$ cat config.mk
export PLATFORM = sky130hd
export DESIGN_NAME = csa_accumulator
export DESIGN_NICKNAME = d
export VERILOG_FILES = /design/src/rtl/csa_accumulator.sv
export SDC_FILE = /design/constraint.sdc
export NUM_CORES = 1
export LEC_CHECK = 0
export CAP_MARGIN = 40
export CORE_UTILIZATION = 45
export CTS_CLUSTER_DIAMETER = 120
export CTS_CLUSTER_SIZE = 25
export DETAILED_ROUTE_END_ITERATION = 16
export DONT_BUFFER_PORTS = 1
export GPL_TIMING_DRIVEN = 0
export PLACE_DENSITY = 0.63
export SYNTH_ARGS = -nofsm -noshare
export SYNTH_HDL_FRONTEND = slang
export SYNTH_SLANG_ARGS = --single-unit
$ cat constraint.sdc
create_clock -name clk -period 2.6 [get_ports clk]
set_input_delay 0.78 -clock clk [delete_from_list [all_inputs] [get_ports clk]]
set_output_delay 0.78 -clock clk [all_outputs]
set_load 0.005 [all_outputs]
$ cat src/rtl/csa_accumulator.sv
// Purpose : sums groups of unsigned operands in carry-save form, resolving the carry chain chunk-by-chunk at group end.
// Latency : one operand per cycle while accumulating; out_valid rises NCH+1 cycles after the in_last accept.
// Backpr. : in_ready low while resolving/presenting; result held stable until out_ready is seen with out_valid.
//
// Ports:
//   clk, rst                    single clock, synchronous active-high reset
//   in_valid/in_ready/in_data   operand handshake; in_data zero-extended to ACC_W
//   in_last                     final operand of the group (sampled on accept)
//   out_valid/out_ready         result handshake
//   out_sum                     group sum modulo 2^ACC_W
//   out_count                   operands in the group, saturating at all-ones
//   out_ovf                     out_count exceeds 2^(ACC_W-WIDTH)
module csa_accumulator #(
   parameter int WIDTH = 16,
   parameter int ACC_W = 24,
   parameter int CHUNK = 8
) (
   input  logic                   clk,
   input  logic                   rst,
   input  logic                   in_valid,
   output logic                   in_ready,
   input  logic [WIDTH-1:0]       in_data,
   input  logic                   in_last,
   output logic                   out_valid,
   input  logic                   out_ready,
   output logic [ACC_W-1:0]       out_sum,
   output logic [ACC_W-WIDTH:0]   out_count,
   output logic                   out_ovf
);

   localparam int NCH   = ACC_W / CHUNK;
   localparam int CNT_W = ACC_W - WIDTH + 1;
   localparam int IDX_W = (NCH > 1) ? $clog2(NCH) : 1;
   // 2^(ACC_W-WIDTH): beyond this many operands the sum may have wrapped
   localparam logic [CNT_W-1:0] OVF_LIM  = {1'b1, {(CNT_W-1){1'b0}}};
   localparam logic [IDX_W-1:0] LAST_IDX = IDX_W'(NCH - 1);

   typedef enum logic [1:0] {ACCUM, RESOLVE, OUTPUT} state_t;

   state_t           state_q, state_d;
   logic [ACC_W-1:0] s_q, s_d;
   logic [ACC_W-1:0] c_q, c_d;
   logic [ACC_W-1:0] sum_q, sum_d;
   logic [CNT_W-1:0] cnt_q, cnt_d;
   logic             ovf_q, ovf_d;
   logic             rcy_q, rcy_d;
   logic [IDX_W-1:0] idx_q, idx_d;
   logic             in_ready_q, in_ready_d;
   logic             out_valid_q, out_valid_d;

   logic [ACC_W-1:0] x_ext;
   logic [CHUNK:0]   chunk_add;
   logic             accept;
   logic             take;

   assign x_ext  = {{(ACC_W-WIDTH){1'b0}}, in_data};
   // in_ready_q / out_valid_q are exact state decodes, so they double as state qualifiers
   assign accept = in_valid & in_ready_q;
   assign take   = out_valid_q & out_ready;

   // S and C are shifted right each resolve cycle, so the current chunk is always the low CHUNK bits
   assign chunk_add = {1'b0, s_q[CHUNK-1:0]} + {1'b0, c_q[CHUNK-1:0]} + {{CHUNK{1'b0}}, rcy_q};

   always_comb begin
      state_d = state_q;
      s_d     = s_q;
      c_d     = c_q;
      sum_d   = sum_q;
      cnt_d   = cnt_q;
      ovf_d   = ovf_q;
      rcy_d   = rcy_q;
      idx_d   = idx_q;
      case (state_q)
         ACCUM: begin
            if (accept) begin
               s_d = s_q ^ c_q ^ x_ext;
               c_d = ((s_q & c_q) | (s_q & x_ext) | (c_q & x_ext)) << 1;
               if (cnt_q != '1) begin
                  cnt_d = cnt_q + 1'b1;
               end
               ovf_d = (cnt_d > OVF_LIM);
               if (in_last) begin
                  state_d = RESOLVE;
                  rcy_d   = 1'b0;
                  idx_d   = '0;
               end
            end
         end
         RESOLVE: begin
            s_d   = s_q >> CHUNK;
            c_d   = c_q >> CHUNK;
            // result chunks enter from the top; after NCH cycles chunk 0 sits at the bottom
            sum_d = (sum_q >> CHUNK) | (ACC_W'(chunk_add[CHUNK-1:0]) << (ACC_W - CHUNK));
            // carry out of the top chunk is simply never consumed
            rcy_d = chunk_add[CHUNK];
            idx_d = idx_q + 1'b1;
            if (idx_q == LAST_IDX) begin
               state_d = OUTPUT;
            end
         end
         OUTPUT: begin
            if (take) begin
               state_d = ACCUM;
               s_d     = '0;
               c_d     = '0;
               cnt_d   = '0;
               ovf_d   = 1'b0;
            end
         end
         default: state_d = ACCUM;
      endcase
      in_ready_d  = (state_d == ACCUM);
      out_valid_d = (state_d == OUTPUT);
   end

   always_ff @(posedge clk) begin
      if (rst) begin
         state_q     <= ACCUM;
         s_q         <= '0;
         c_q         <= '0;
         sum_q       <= '0;
         cnt_q       <= '0;
         ovf_q       <= 1'b0;
         rcy_q       <= 1'b0;
         idx_q       <= '0;
         in_ready_q  <= 1'b1;
         out_valid_q <= 1'b0;
      end else begin
         state_q     <= state_d;
         s_q         <= s_d;
         c_q         <= c_d;
         sum_q       <= sum_d;
         cnt_q       <= cnt_d;
         ovf_q       <= ovf_d;
         rcy_q       <= rcy_d;
         idx_q       <= idx_d;
         in_ready_q  <= in_ready_d;
         out_valid_q <= out_valid_d;
      end
   end

   assign in_ready  = in_ready_q;
   assign out_valid = out_valid_q;
   assign out_sum   = sum_q;
   assign out_count = cnt_q;
   assign out_ovf   = ovf_q;

endmodule

==> flow_summary.yaml <==
logic_synthesis:
  yosys_warnings: 0
  synth_area_leaders: "dfxtp_1, fa_1, nor2_1"
  syn_nets: 580
  ys.flop_type: "dfxtp_1"
  ys_ff_latch: 89
  synth_most_common_cell: "dfxtp_1"
  synth_edf_count: 0
  netlist_instances: 521
  synthesis.area_um2: 4690
  synth_cell_types: 53
  synth-async-reset-ratio_pct: 0
  ys_top_cells_by_count: "dfxtp_1, nor2_1, nor3_1"
  avgSynthCellArea_um2: 9.00
  synth_top_cell_area_share_pct: 38.0
  yosysTopAreaCell: "dfxtp_1"
  ys_seq_area_share_pct: 38.0
die:
  placeableCoreArea_um2: 9950
  die_w_um: 104
  io_pins: 57
  die_h_um: 104
  rows: 36
  start_util_pct: 47.1
  dieArea_um2: 10800
clocking:
  clock-sinks: 89
  cts_buffer_depth: 2
  root_buffer: "clkbuf_8"
  path_clk_slew_ns: 0.10
  cts_setup_buffers: 0
  ctsHoldBuffers: 0
  cts_max_level: 3
  cts_tree: "done"
  clk_latency_ns: 0.37
  cts_made_buffers: 9
placement:
  pre_cts_ws_ns: 0.133
  io_buffers: 0
  dpl.hpwl_mm: 8.97
  gp_congestion: 0.839
outcome:
  outcome: "finished, final reports clean"
worst_setup_path:
  rr_endpoint: "c_q[16]"
  crit_top_cell: "buf_2"
  r2r-start: "state_q[0]"
  cp-start-kind: "flop"
  slowest_stage: "dfxtp_1"
  crit_type: "reg -> reg"
  r2r_slack_ns: 0.25
  end_kind: "flop"
  cpPeakStageDelay_ns: 0.37
  required_ns: 2.84
  critPathMaxFanout: 10
  worstPathCellList: "inv_1 > ha_1 > buf_4 > nor2_2 > a221o_1 > buf_2 > buf_2 > nor3_1 > a21oi_1 > nor2_1"
  reg2reg_depth: 10
  worstPathArrival_ns: 2.59
hold_path:
  hold_path_end: "c_q[0]"
  hp-class: "reg -> reg"
  worstHoldStart: "c_q[0]"
  min_delay_path_depth: 2
sta:
  finalHoldViolCount: 0
  relSlewSlack_pct: 56.3
  worst_pin_slew_ns: 0.655
  slew_violations: 0
  tns_ns: 0
  finalSetupViolations: 0
  fin_ws_ns: 0.246
  period_share_pct: 90.6
  rsz0062_at_grt: "no"
  finClkSkew_ns: 0.0179
  fmax_ghz: 0.425
  fin_crit_ns: 2.35
grt:
  grt_use_total_pct: 23.8
  grt_antenna_before_repair: 0
  first_global_vias: 3873
  grt_max_degree: 16
  gr-total-overflow: 0
  grt_first_pass_wirelength_mm: 20.3
job:
  drv_cap: 0
drt:
  routedWlPerCell_um: 18.5
  routed_wl_mm: 12.4
  via_count: 3899
  vias_per_cell: 5.82
  first_iter_violations: 216
  drc: 0
  dr.pass1.iters: 4
  antenna_left: 0
pwr:
  p_per_area_nw_per_um2: 694
  peakVddDrop_mv: 0.331
  leakagePower_uw: 0.00188
finish:
  nets: 591
  drive_gt1_share_pct: 6.89
  antenna_cells: 0
  area_growth_pct: 8.30
==> repair_timing <==
| item | CTS | global route |
|---|---|---|
| endpoints found under the setup margin | 0 | 39 |
| resized for setup | 0 | 6 |
| endpoints found under the hold margin | 0 | 0 |
==> worst max-delay path, delay by kind of cell (launching register included) <==
| family | cells | cell delay (ns) |
|---|---|---|
| buf+inv | 4 | 0.83 |
| compound gates | 2 | 0.45 |
| flops | 1 | 0.37 |
| simple gates | 3 | 0.34 |
| fa+ha+maj | 1 | 0.22 |
==> power by group <==
| group | switching (µW) | internal (µW) |
|---|---|---|
| Combinational | 508 | 358 |
| Clock | 517 | 545 |
| Sequential | 125 | 1470 |
| Total | 1150 | 2380 |
==> sequential cells by signal, summed over array words and instances (netlist names) <==
signal     count
idx_q          2
state_q        2
out_valid      1
rcy_q          1
s_q           24
out_ovf        1
out_count      9
in_ready       1
out_sum       24
c_q           24
==> cell usage in the layout, fill, tap and decap left out, types with 3 or more instances in the layout <==
master	netlist	layout
nand3_1	5	5
nand2b_1	3	3
a211oi_1	9	9
nor2_1	79	79
buf_1	4	4
mux2i_1	19	19
a31oi_1	4	4
nand2_1	17	17
clkbuf_8	0	9
nor2b_1	33	33
buf_2	9	9
a311oi_1	31	31
clkbuf_2	0	3
o21ai_0	13	13
clkinvlp_4	0	3
a41oi_1	5	5
buf_4	3	3
inv_1	11	11
clkbuf_1	23	21
ha_1	20	20
nor3b_1	18	18
dfxtp_1	89	89
fa_1	18	18
a21oi_1	31	31
nor3_1	36	36
a211o_1	3	3
o21a_1	3	3
==> metal layers <==
layer  up-vias  share of wire [%]  global-route usage, %  wire length, µm
met4         0                1.6                   7.35              201
met5         -                  0                      0                0
li1       1904                  -                      -                -
met1      1865                 44                   29.9             5470
met2       113                 49                   40.6             6010
met3        17                5.6                   5.39              696
==> per-stage QoR <==
stage	utilization [%]	power [µW]	hold WS [ns]	std cells	area, µm²
after global routing	51.0	3720	0.535	670	5080
after global placement	48.8	2460	0.474	654	4860
after CTS	51.0	3540	0.511	670	5080
after floorplan	-	2240	0.458	521	4690
after detailed placement	48.8	2480	0.493	654	4860
final	51.0	3530	0.509	670	5080
==> area by class of cell <==
type                    count  area (µm²)
fillers                   959        4870
multi-input cells         379        2670
flip-flops and latches     89        1780
plain buffers              41         195
well taps                 133         166
clock buffers              10         128
clock inverters             6        91.3
inverters                  12        45.0
==> worst max-delay path by stage <==
stage                           from  endpoint  slack (ns)  cells after the start
final                     state_q[0]   c_q[16]        0.25                     10
after floorplan             in_valid   s_q[10]        0.55                      6
after global routing      state_q[0]   c_q[16]        0.05                     10
after detailed placement  state_q[0]   c_q[23]        0.13                      8
after CTS                 state_q[0]   c_q[23]        0.12                      8
after global placement    state_q[0]   c_q[23]        0.15                      8
==> logic make-up (layout without fill, tap and decap cells) <==
group / after synthesis / count (layout) / synth area share, %
AO/OA/AOI/OAI: 117 / 117 / 18.0
adder cells (fa/ha/maj): 38 / 38 / 13.0
buffers and inverters: 53 / 69 / 5.04
flip-flops: 89 / 89 / 38.0
multiplexers: 19 / 19 / 4.05
AND/OR/NAND/NOR: 205 / 205 / 21.9
(Power assumes the default switching activity.)
